`src/rtl/kbd_decoder.sv`:
```
// rtl/kbd_decoder.sv - PS/2 set-2 scan-code decoder with make/break/E0 tracking.
// Optional set-2 to ASCII lookup is compiled in when KBD_ASCII_EN is defined.
module kbd_decoder (
  input  logic       clk,
  input  logic       resetn,
  input  logic [7:0] kb_data,
  input  logic       kb_ready,
  input  logic       kb_overflow,
  output logic       kb_nextdata_n,
  output logic       key_valid,
  output logic       key_down,
  output logic [7:0] scan_code,
  output logic       scan_ext,
  output logic [7:0] ascii,
  output logic [7:0] press_count,
  output logic       err
);

  localparam logic [7:0] BYTE_BREAK = 8'hF0;
  localparam logic [7:0] BYTE_EXT   = 8'hE0;

  typedef enum logic [1:0] {S_IDLE, S_ACK, S_DECODE} state_t;

  state_t     state_q;
  logic [7:0] byte_q;
  logic       brk_q;
  logic       ext_q;
  logic       nextdata_n_q;
  logic       valid_q;
  logic       down_q;
  logic [7:0] code_q;
  logic       sext_q;
  logic [7:0] count_q;
  logic       err_q;

  logic is_prefix;
  logic is_repeat;
  logic decode_event;

  // A held key re-sent by typematic repeat is swallowed silently.
  assign is_prefix    = (byte_q == BYTE_BREAK) || (byte_q == BYTE_EXT);
  assign is_repeat    = down_q && (byte_q == code_q) && (ext_q == sext_q);
  assign decode_event = (state_q == S_DECODE) && !is_prefix && (brk_q || !is_repeat);

  always_ff @(posedge clk) begin
    if (!resetn) begin
      state_q      <= S_IDLE;
      byte_q       <= 8'h00;
      brk_q        <= 1'b0;
      ext_q        <= 1'b0;
      nextdata_n_q <= 1'b1;
      valid_q      <= 1'b0;
      down_q       <= 1'b0;
      code_q       <= 8'h00;
      sext_q       <= 1'b0;
      count_q      <= 8'h00;
      err_q        <= 1'b0;
    end else begin
      valid_q <= 1'b0;
      if (kb_overflow) begin
        err_q <= 1'b1;
      end
      case (state_q)
        S_IDLE: begin
          if (kb_ready) begin
            byte_q       <= kb_data;
            nextdata_n_q <= 1'b0;
            state_q      <= S_ACK;
          end
        end
        S_ACK: begin
          nextdata_n_q <= 1'b1;
          state_q      <= S_DECODE;
        end
        S_DECODE: begin
          state_q <= S_IDLE;
          if (byte_q == BYTE_BREAK) begin
            brk_q <= 1'b1;
          end else if (byte_q == BYTE_EXT) begin
            ext_q <= 1'b1;
          end else begin
            brk_q <= 1'b0;
            ext_q <= 1'b0;
            if (brk_q) begin
              code_q  <= byte_q;
              sext_q  <= ext_q;
              down_q  <= 1'b0;
              valid_q <= 1'b1;
            end else if (!is_repeat) begin
              code_q  <= byte_q;
              sext_q  <= ext_q;
              down_q  <= 1'b1;
              count_q <= count_q + 8'd1;
              valid_q <= 1'b1;
            end
          end
        end
        default: state_q <= S_IDLE;
      endcase
    end
  end

  assign kb_nextdata_n = nextdata_n_q;
  assign key_valid     = valid_q;
  assign key_down      = down_q;
  assign scan_code     = code_q;
  assign scan_ext      = sext_q;
  assign press_count   = count_q;
  assign err           = err_q;

`ifdef KBD_ASCII_EN
  function automatic logic [7:0] set2_ascii(input logic [7:0] code);
    case (code)
      8'h1C: set2_ascii = 8'h61;  8'h32: set2_ascii = 8'h62;  8'h21: set2_ascii = 8'h63;
      8'h23: set2_ascii = 8'h64;  8'h24: set2_ascii = 8'h65;  8'h2B: set2_ascii = 8'h66;
      8'h34: set2_ascii = 8'h67;  8'h33: set2_ascii = 8'h68;  8'h43: set2_ascii = 8'h69;
      8'h3B: set2_ascii = 8'h6A;  8'h42: set2_ascii = 8'h6B;  8'h4B: set2_ascii = 8'h6C;
      8'h3A: set2_ascii = 8'h6D;  8'h31: set2_ascii = 8'h6E;  8'h44: set2_ascii = 8'h6F;
      8'h4D: set2_ascii = 8'h70;  8'h15: set2_ascii = 8'h71;  8'h2D: set2_ascii = 8'h72;
      8'h1B: set2_ascii = 8'h73;  8'h2C: set2_ascii = 8'h74;  8'h3C: set2_ascii = 8'h75;
      8'h2A: set2_ascii = 8'h76;  8'h1D: set2_ascii = 8'h77;  8'h22: set2_ascii = 8'h78;
      8'h35: set2_ascii = 8'h79;  8'h1A: set2_ascii = 8'h7A;
      8'h45: set2_ascii = 8'h30;  8'h16: set2_ascii = 8'h31;  8'h1E: set2_ascii = 8'h32;
      8'h26: set2_ascii = 8'h33;  8'h25: set2_ascii = 8'h34;  8'h2E: set2_ascii = 8'h35;
      8'h36: set2_ascii = 8'h36;  8'h3D: set2_ascii = 8'h37;  8'h3E: set2_ascii = 8'h38;
      8'h46: set2_ascii = 8'h39;
      8'h29: set2_ascii = 8'h20;  8'h5A: set2_ascii = 8'h0D;  8'h66: set2_ascii = 8'h08;
      default: set2_ascii = 8'h00;
    endcase
  endfunction

  logic [7:0] ascii_q;

  // Tracks scan_code on every reported event; extended keys have no ASCII.
  always_ff @(posedge clk) begin
    if (!resetn) begin
      ascii_q <= 8'h00;
    end else if (decode_event) begin
      ascii_q <= ext_q ? 8'h00 : set2_ascii(byte_q);
    end
  end

  assign ascii = ascii_q;
`else
  logic unused_event;
  assign unused_event = decode_event;
  assign ascii        = 8'h00;
`endif

endmodule

```
`config.mk`:
```
export PLATFORM = sky130hd
export DESIGN_NAME = kbd_decoder
export DESIGN_NICKNAME = d
export VERILOG_FILES = /design/src/rtl/kbd_decoder.sv
export SDC_FILE = /design/constraint.sdc
export NUM_CORES = 1
export LEC_CHECK = 0
export BUFFER_PORTS_ARGS = -buffer_cell sky130_fd_sc_hd__clkbuf_2
export CELL_PAD_IN_SITES_DETAIL_PLACEMENT = 0
export CELL_PAD_IN_SITES_GLOBAL_PLACEMENT = 1
export CORE_MARGIN = 2
export CORE_UTILIZATION = 37
export DETAILED_ROUTE_END_ITERATION = 7
export PLACE_DENSITY = 0.8
export SLEW_MARGIN = 20
export SYNTH_ARGS = -nofsm -noshare
export SYNTH_HDL_FRONTEND = slang
export SYNTH_SLANG_ARGS = --single-unit
```
`constraint.sdc`:
```
create_clock -name clk -period 2.5 [get_ports clk]
set_clock_uncertainty 0.2 [all_clocks]
set_input_delay 0.5 -clock clk [delete_from_list [all_inputs] [get_ports clk]]
set_output_delay 0.5 -clock clk [all_outputs]
set_load 0.01 [all_outputs]
```
; ---- Word-level counts from Yosys, hierarchy flattened
; Index checks and enable logic that the tools add are counted.
[op_classes]
n_addsub = 1
eq_ne = 9
n_mux = 15
bitwise_logic = 6
reduce_logical = 11
[ops]
columns = cell, n
row1 = == test 8 bit (second input constant), 2
row2 = 2-to-1 mux 8 bit, 2
row3 = 2-to-1 mux 1 bit, 10
row4 = adder 8 x 1 -> 8 bit (second input constant), 1
row5 = == test 8 bit, 1
row6 = AND reduction 2 bit, 4
row7 = inequality test 2 bit (second input constant), 3
row8 = inverter 1 bit, 6
row9 = AND reduction 5 bit, 1
row10 = one-hot mux 2 bit (2 select lines), 1
row11 = AND reduction 4 bit, 1
row12 = OR reduction 4 bit, 1
row13 = == test 2 x 1 -> 1 bit (second input constant), 1
row14 = == test 2 bit (second input constant), 1
row15 = logical AND 1 bit, 2
row16 = logical NOT 2 bit, 1
row17 = 2-to-1 mux 2 bit, 1
row18 = one-hot mux 1 bit (2 select lines), 1
row19 = nonzero test 2 bit, 1
row20 = == test 1 bit, 1
[word_totals]
reg_bits = 33
inputBits = 12
output_inout_bits = 29
elab_cells = 53

; ---- Logic depth before layout (Yosys ltp)
[logic_depth]
word_depth = 5
depth_mapped = 6
mapped_depth_nobuf = 5

; ---- Least setup slack after synthesis
; Ideal clock, no wire load.
[synth_timing]
path_kind = register -> register
startpoint = reg code_q[5] (netlist: scan_code[5])
endpoint = reg code_q[0] (netlist: scan_code[0])
setup_ps = 121
arrival_ps = 1514
t_required_ps = 2179
path_slack_ps = 664
path_stages_with_launch = 6
n_path_buf = 1
synth_period_minus_slack_ps = 1836
cell_sequence = dfxtp_1 > xnor2_1 > nand4_1 > o41ai_4 > buf_6 > o21ai_0
[synth_via]
elab_chain_len = 5
[synth_rtl]
columns = element, line
row1 = "start, declared", 31  ; logic [7:0] code_q;
row2 = "start signal, assigned", 85  ; code_q <= byte_q;
row3 = "start signal, assigned", 90  ; code_q <= byte_q;
row4 = == test 8 bit, 42  ; assign is_repeat = down_q && (byte_q == code_q) && (ext_q == sext_q);
row5 = logical AND 1 bit (2 in series), 42
row6 = inequality test 2 bit (no source line), -
row7 = AND reduction 4 bit (no source line), -
; No other way between the ends.
; A chain may end at the register's enable or synchronous reset.

; ---- Worst setup path in the final report
[layout_timing]
startpoint = reg byte_q[1]
endpoint = reg count_q[3] (netlist: press_count[3])
[layout_via]
elab_chain_len = 5
elab_cells_between_ends = 9
cone_classes = eq/ne (3) / bitwise (3) / reduce/logical (3)
[layout_rtl]
columns = element, line
row1 = "start, declared", 25  ; logic [7:0] byte_q;
row2 = "start signal, assigned", 66  ; byte_q <= kb_data;
row3 = == test 8 bit, 42
row4 = logical AND 1 bit (2 in series), 42
row5 = inverter 1 bit (no source line), -
row6 = AND reduction 5 bit (no source line) *, -
row7 = "end signal, assigned", 93  ; count_q <= count_q + 8'd1;
row8 = "end, declared", 33  ; logic [7:0] count_q;
; Every way passes the cells marked *; elsewhere a longest branch is shown, timed or not.

==> impl_metrics.toml <==
[outcome]
status = "finished clean"

[route]
antenna_left = 0
via_per_inst = 4.90
drt-pass1-iter-count = 4
drc = 0
drtIter0Drc = 48
vias = 1195
wirelength_um = 2980
wl_per_cell_um = 12.2

[setup_path]
r2r_start = "byte_q[1]"
setup.worst_path.class = "reg -> reg"
start_kind = "flop"
startpoint = "byte_q[1]"
critPathRequiredTime_ns = 2.51
crit_path_top_delay_cell = "o31ai_2"
worstSetupEndpointType = "flop"
path_cells = "xnor2_1 > nand4_1 > o31ai_2 > o21ai_0 > a21oi_1"
cp.arrival_ns = 2.21
critPathBufInv = 0
cp_max_fo = 15
cp_top_family = "compound AO/OA/AOI/OAI gates"
critPathMaxStageDelay_ns = 0.79

[final_layout]
final_common_cell = "dfxtp_1"
fin_nets = 208
synthToLayoutAreaGrowth_pct = 18.3
final_cell_mix = "dfxtp_1, clkbuf_2, nor2_1"
n_antenna_cell = 0
fill_cells = 384
drive_gt1_share_pct = 23.5
utilization_pct = 46.0

[grt]
use_met3_pct = 5.91
grt_pass1_vias = 1151
track_usage_pct = 14.9
grt_use_met2_pct = 24.3
grt_pass1_wl_um = 4970
grt_max_degree = 24
grt-ovfl-total = 0
met1_usage_pct = 17.4
gr-max-usage-layer = "met2"
antenna_found_initial = 0

[synth]
synth_area_per_cell_um2 = 8.91
ys_seq_elements = 33
synth.distinct_cells = 31
yosys_warnings = 0
synthCells = 162
yosysSeqAreaShare_pct = 45.8
syn_area_um2 = 1440

[timing]
fin_setup_tns_ns = 0
grt_setup_unrepaired = "no"
worstMarginPinSlew_ns = 0.835
period_needed_ns = 2.20
fin_crit_sh_pct = 88.0
fmax_ghz = 0.455
maxSlewViolCount = 0
relSlewSlack_pct = 44.0
setup_violations = 0
hold_violations = 0

[power]
power.total_mw = 1.10
vdd_drop_max_uv = 357
power_leakage_nw = 0.686
power_density_nw_per_um2 = 647

[die]
io_pins = 41
core-area_um2 = 3720
rows = 22
die_w_um = 66.5
fp.dieArea_um2 = 4420
die_y_um = 66.5
start_util_pct = 38.9

[placement]
place_congestion = 0.801
hpwl_um = 2180
portBuffers = 32

[clock_network]
cts_root_buffer = "clkbuf_8"
clkLatencyLatePin_ns = 0.29
cts.htree.levels = 2
clock-sinks = 33
cts_buffer_depth = 2
cts_tree = "built"
cts_made_buffers = 5
post_cts_buffers = 0
cts_hold_buf = 0
ctsResizeCount = 0
clk_pin_slew_ns = 0.07

[hold_path]
min_from = "kb_overflow"
worstHoldPathType = "in -> reg"

[job]
drv_cap = 0
cell usage after synthesis:
cell type,instances,area (um^2)
o21ai_0,15,75.1
nand4_1,4,25.0
or3_1,5,31.3
nand2b_1,3,18.8
a31oi_1,1,6.26
nor2_1,18,67.6
nor4bb_2,1,16.3
or4_1,1,7.51
xnor2_1,9,78.8
o31ai_2,1,12.5
buf_6,1,11.3
and2_1,1,6.26
inv_1,3,11.3
buf_4,8,60.1
a21oi_1,8,40.0
a211oi_2,1,12.5
o41ai_4,1,27.5
nor3_1,1,5.00
clkbuf_1,4,15.0
o31ai_1,1,7.51
mux2i_1,8,80.1
buf_2,1,5.00
nor3b_1,1,7.51
a21o_1,1,7.51
xor2_1,1,8.76
nor2_2,1,6.26
ha_1,1,12.5
dfxtp_1,33,661
conb_1,1,3.75
nand3_1,12,60.1
nand2_1,15,56.3
state kept, by name (all words and copies together) (netlist names):
| register | flops |
|---|---|
| ext_q | 1 |
| press_count | 8 |
| scan_ext | 1 |
| byte_q | 8 |
| kb_nextdata_n | 1 |
| state_q | 2 |
| scan_code | 8 |
| key_valid | 1 |
| brk_q | 1 |
| err | 1 |
| key_down | 1 |
path summary, 6_finish.rpt:
check,end,slack (ns),depth (start not counted)
worst min register to register,err,0.28,2
worst max-delay path,press_count[3],0.30,5
worst max register to register,press_count[3],0.30,5
worst min-delay path,err,0.22,3
kinds of logic (layout without fill, tap and decap cells):
logic type / after synthesis / after routing / synth area share, %
and+or+nand+nor: 63 / 63 / 21.3
DFF: 33 / 33 / 45.8
AOI/OAI and AO/OA: 29 / 29 / 13.1
buffers and inverters: 17 / 44 / 7.11
xor gates and xnor gates: 10 / 10 / 6.07
muxes: 8 / 8 / 5.55
adders and majority gates: 1 / 1 / 0.866
other: 1 / 8 / 0.260
worst register-to-register path: stages (launching register included):
cell,delay [ns]
dfxtp_1,0.41
xnor2_1,0.14
nand4_1,0.22
o31ai_2,0.79
o21ai_0,0.20
a21oi_1,0.16
stage by stage:
step	setup slack, ns	hold slack [ns]	cell area (um^2)	cells
2_1_floorplan	0.664	0.262	1470	169
3_3_place_gp	0.402	0.248	1610	236
3_5_place_dp	0.299	0.272	1610	236
4_1_cts	0.255	0.219	1710	244
5_1_grt	0.0459	0.234	1710	244
6_report	0.300	0.215	1710	244
power breakdown:
group	internal [mW]	leakage, nW	switching, mW	total [mW]
clock network	0.249	0.0542	0.192	0.441
logic	0.0403	0.363	0.0614	0.102
registers	0.543	0.268	0.0184	0.562
total	0.832	0.686	0.272	1.10
area by class of cell:
cell class              count  area [um^2]  area share [%]
multi-input cells         119          707            41.4
flip-flops and latches     33          661            38.7
repair buffers             33          168            9.82
clock buffers               7         96.3            5.64
well taps                  48         60.1            3.52
inverters                   3         11.3           0.659
clock inverters             1         5.00           0.293
metal layers:
metal | wire length [um] | up-vias
met5 | 0 | -
met4 | 35 | 0
met3 | 179 | 3
met2 | 1390 | 37
met1 | 1370 | 548
li1 | - | 607
Note: power is estimated with default switching activity, not from simulation.
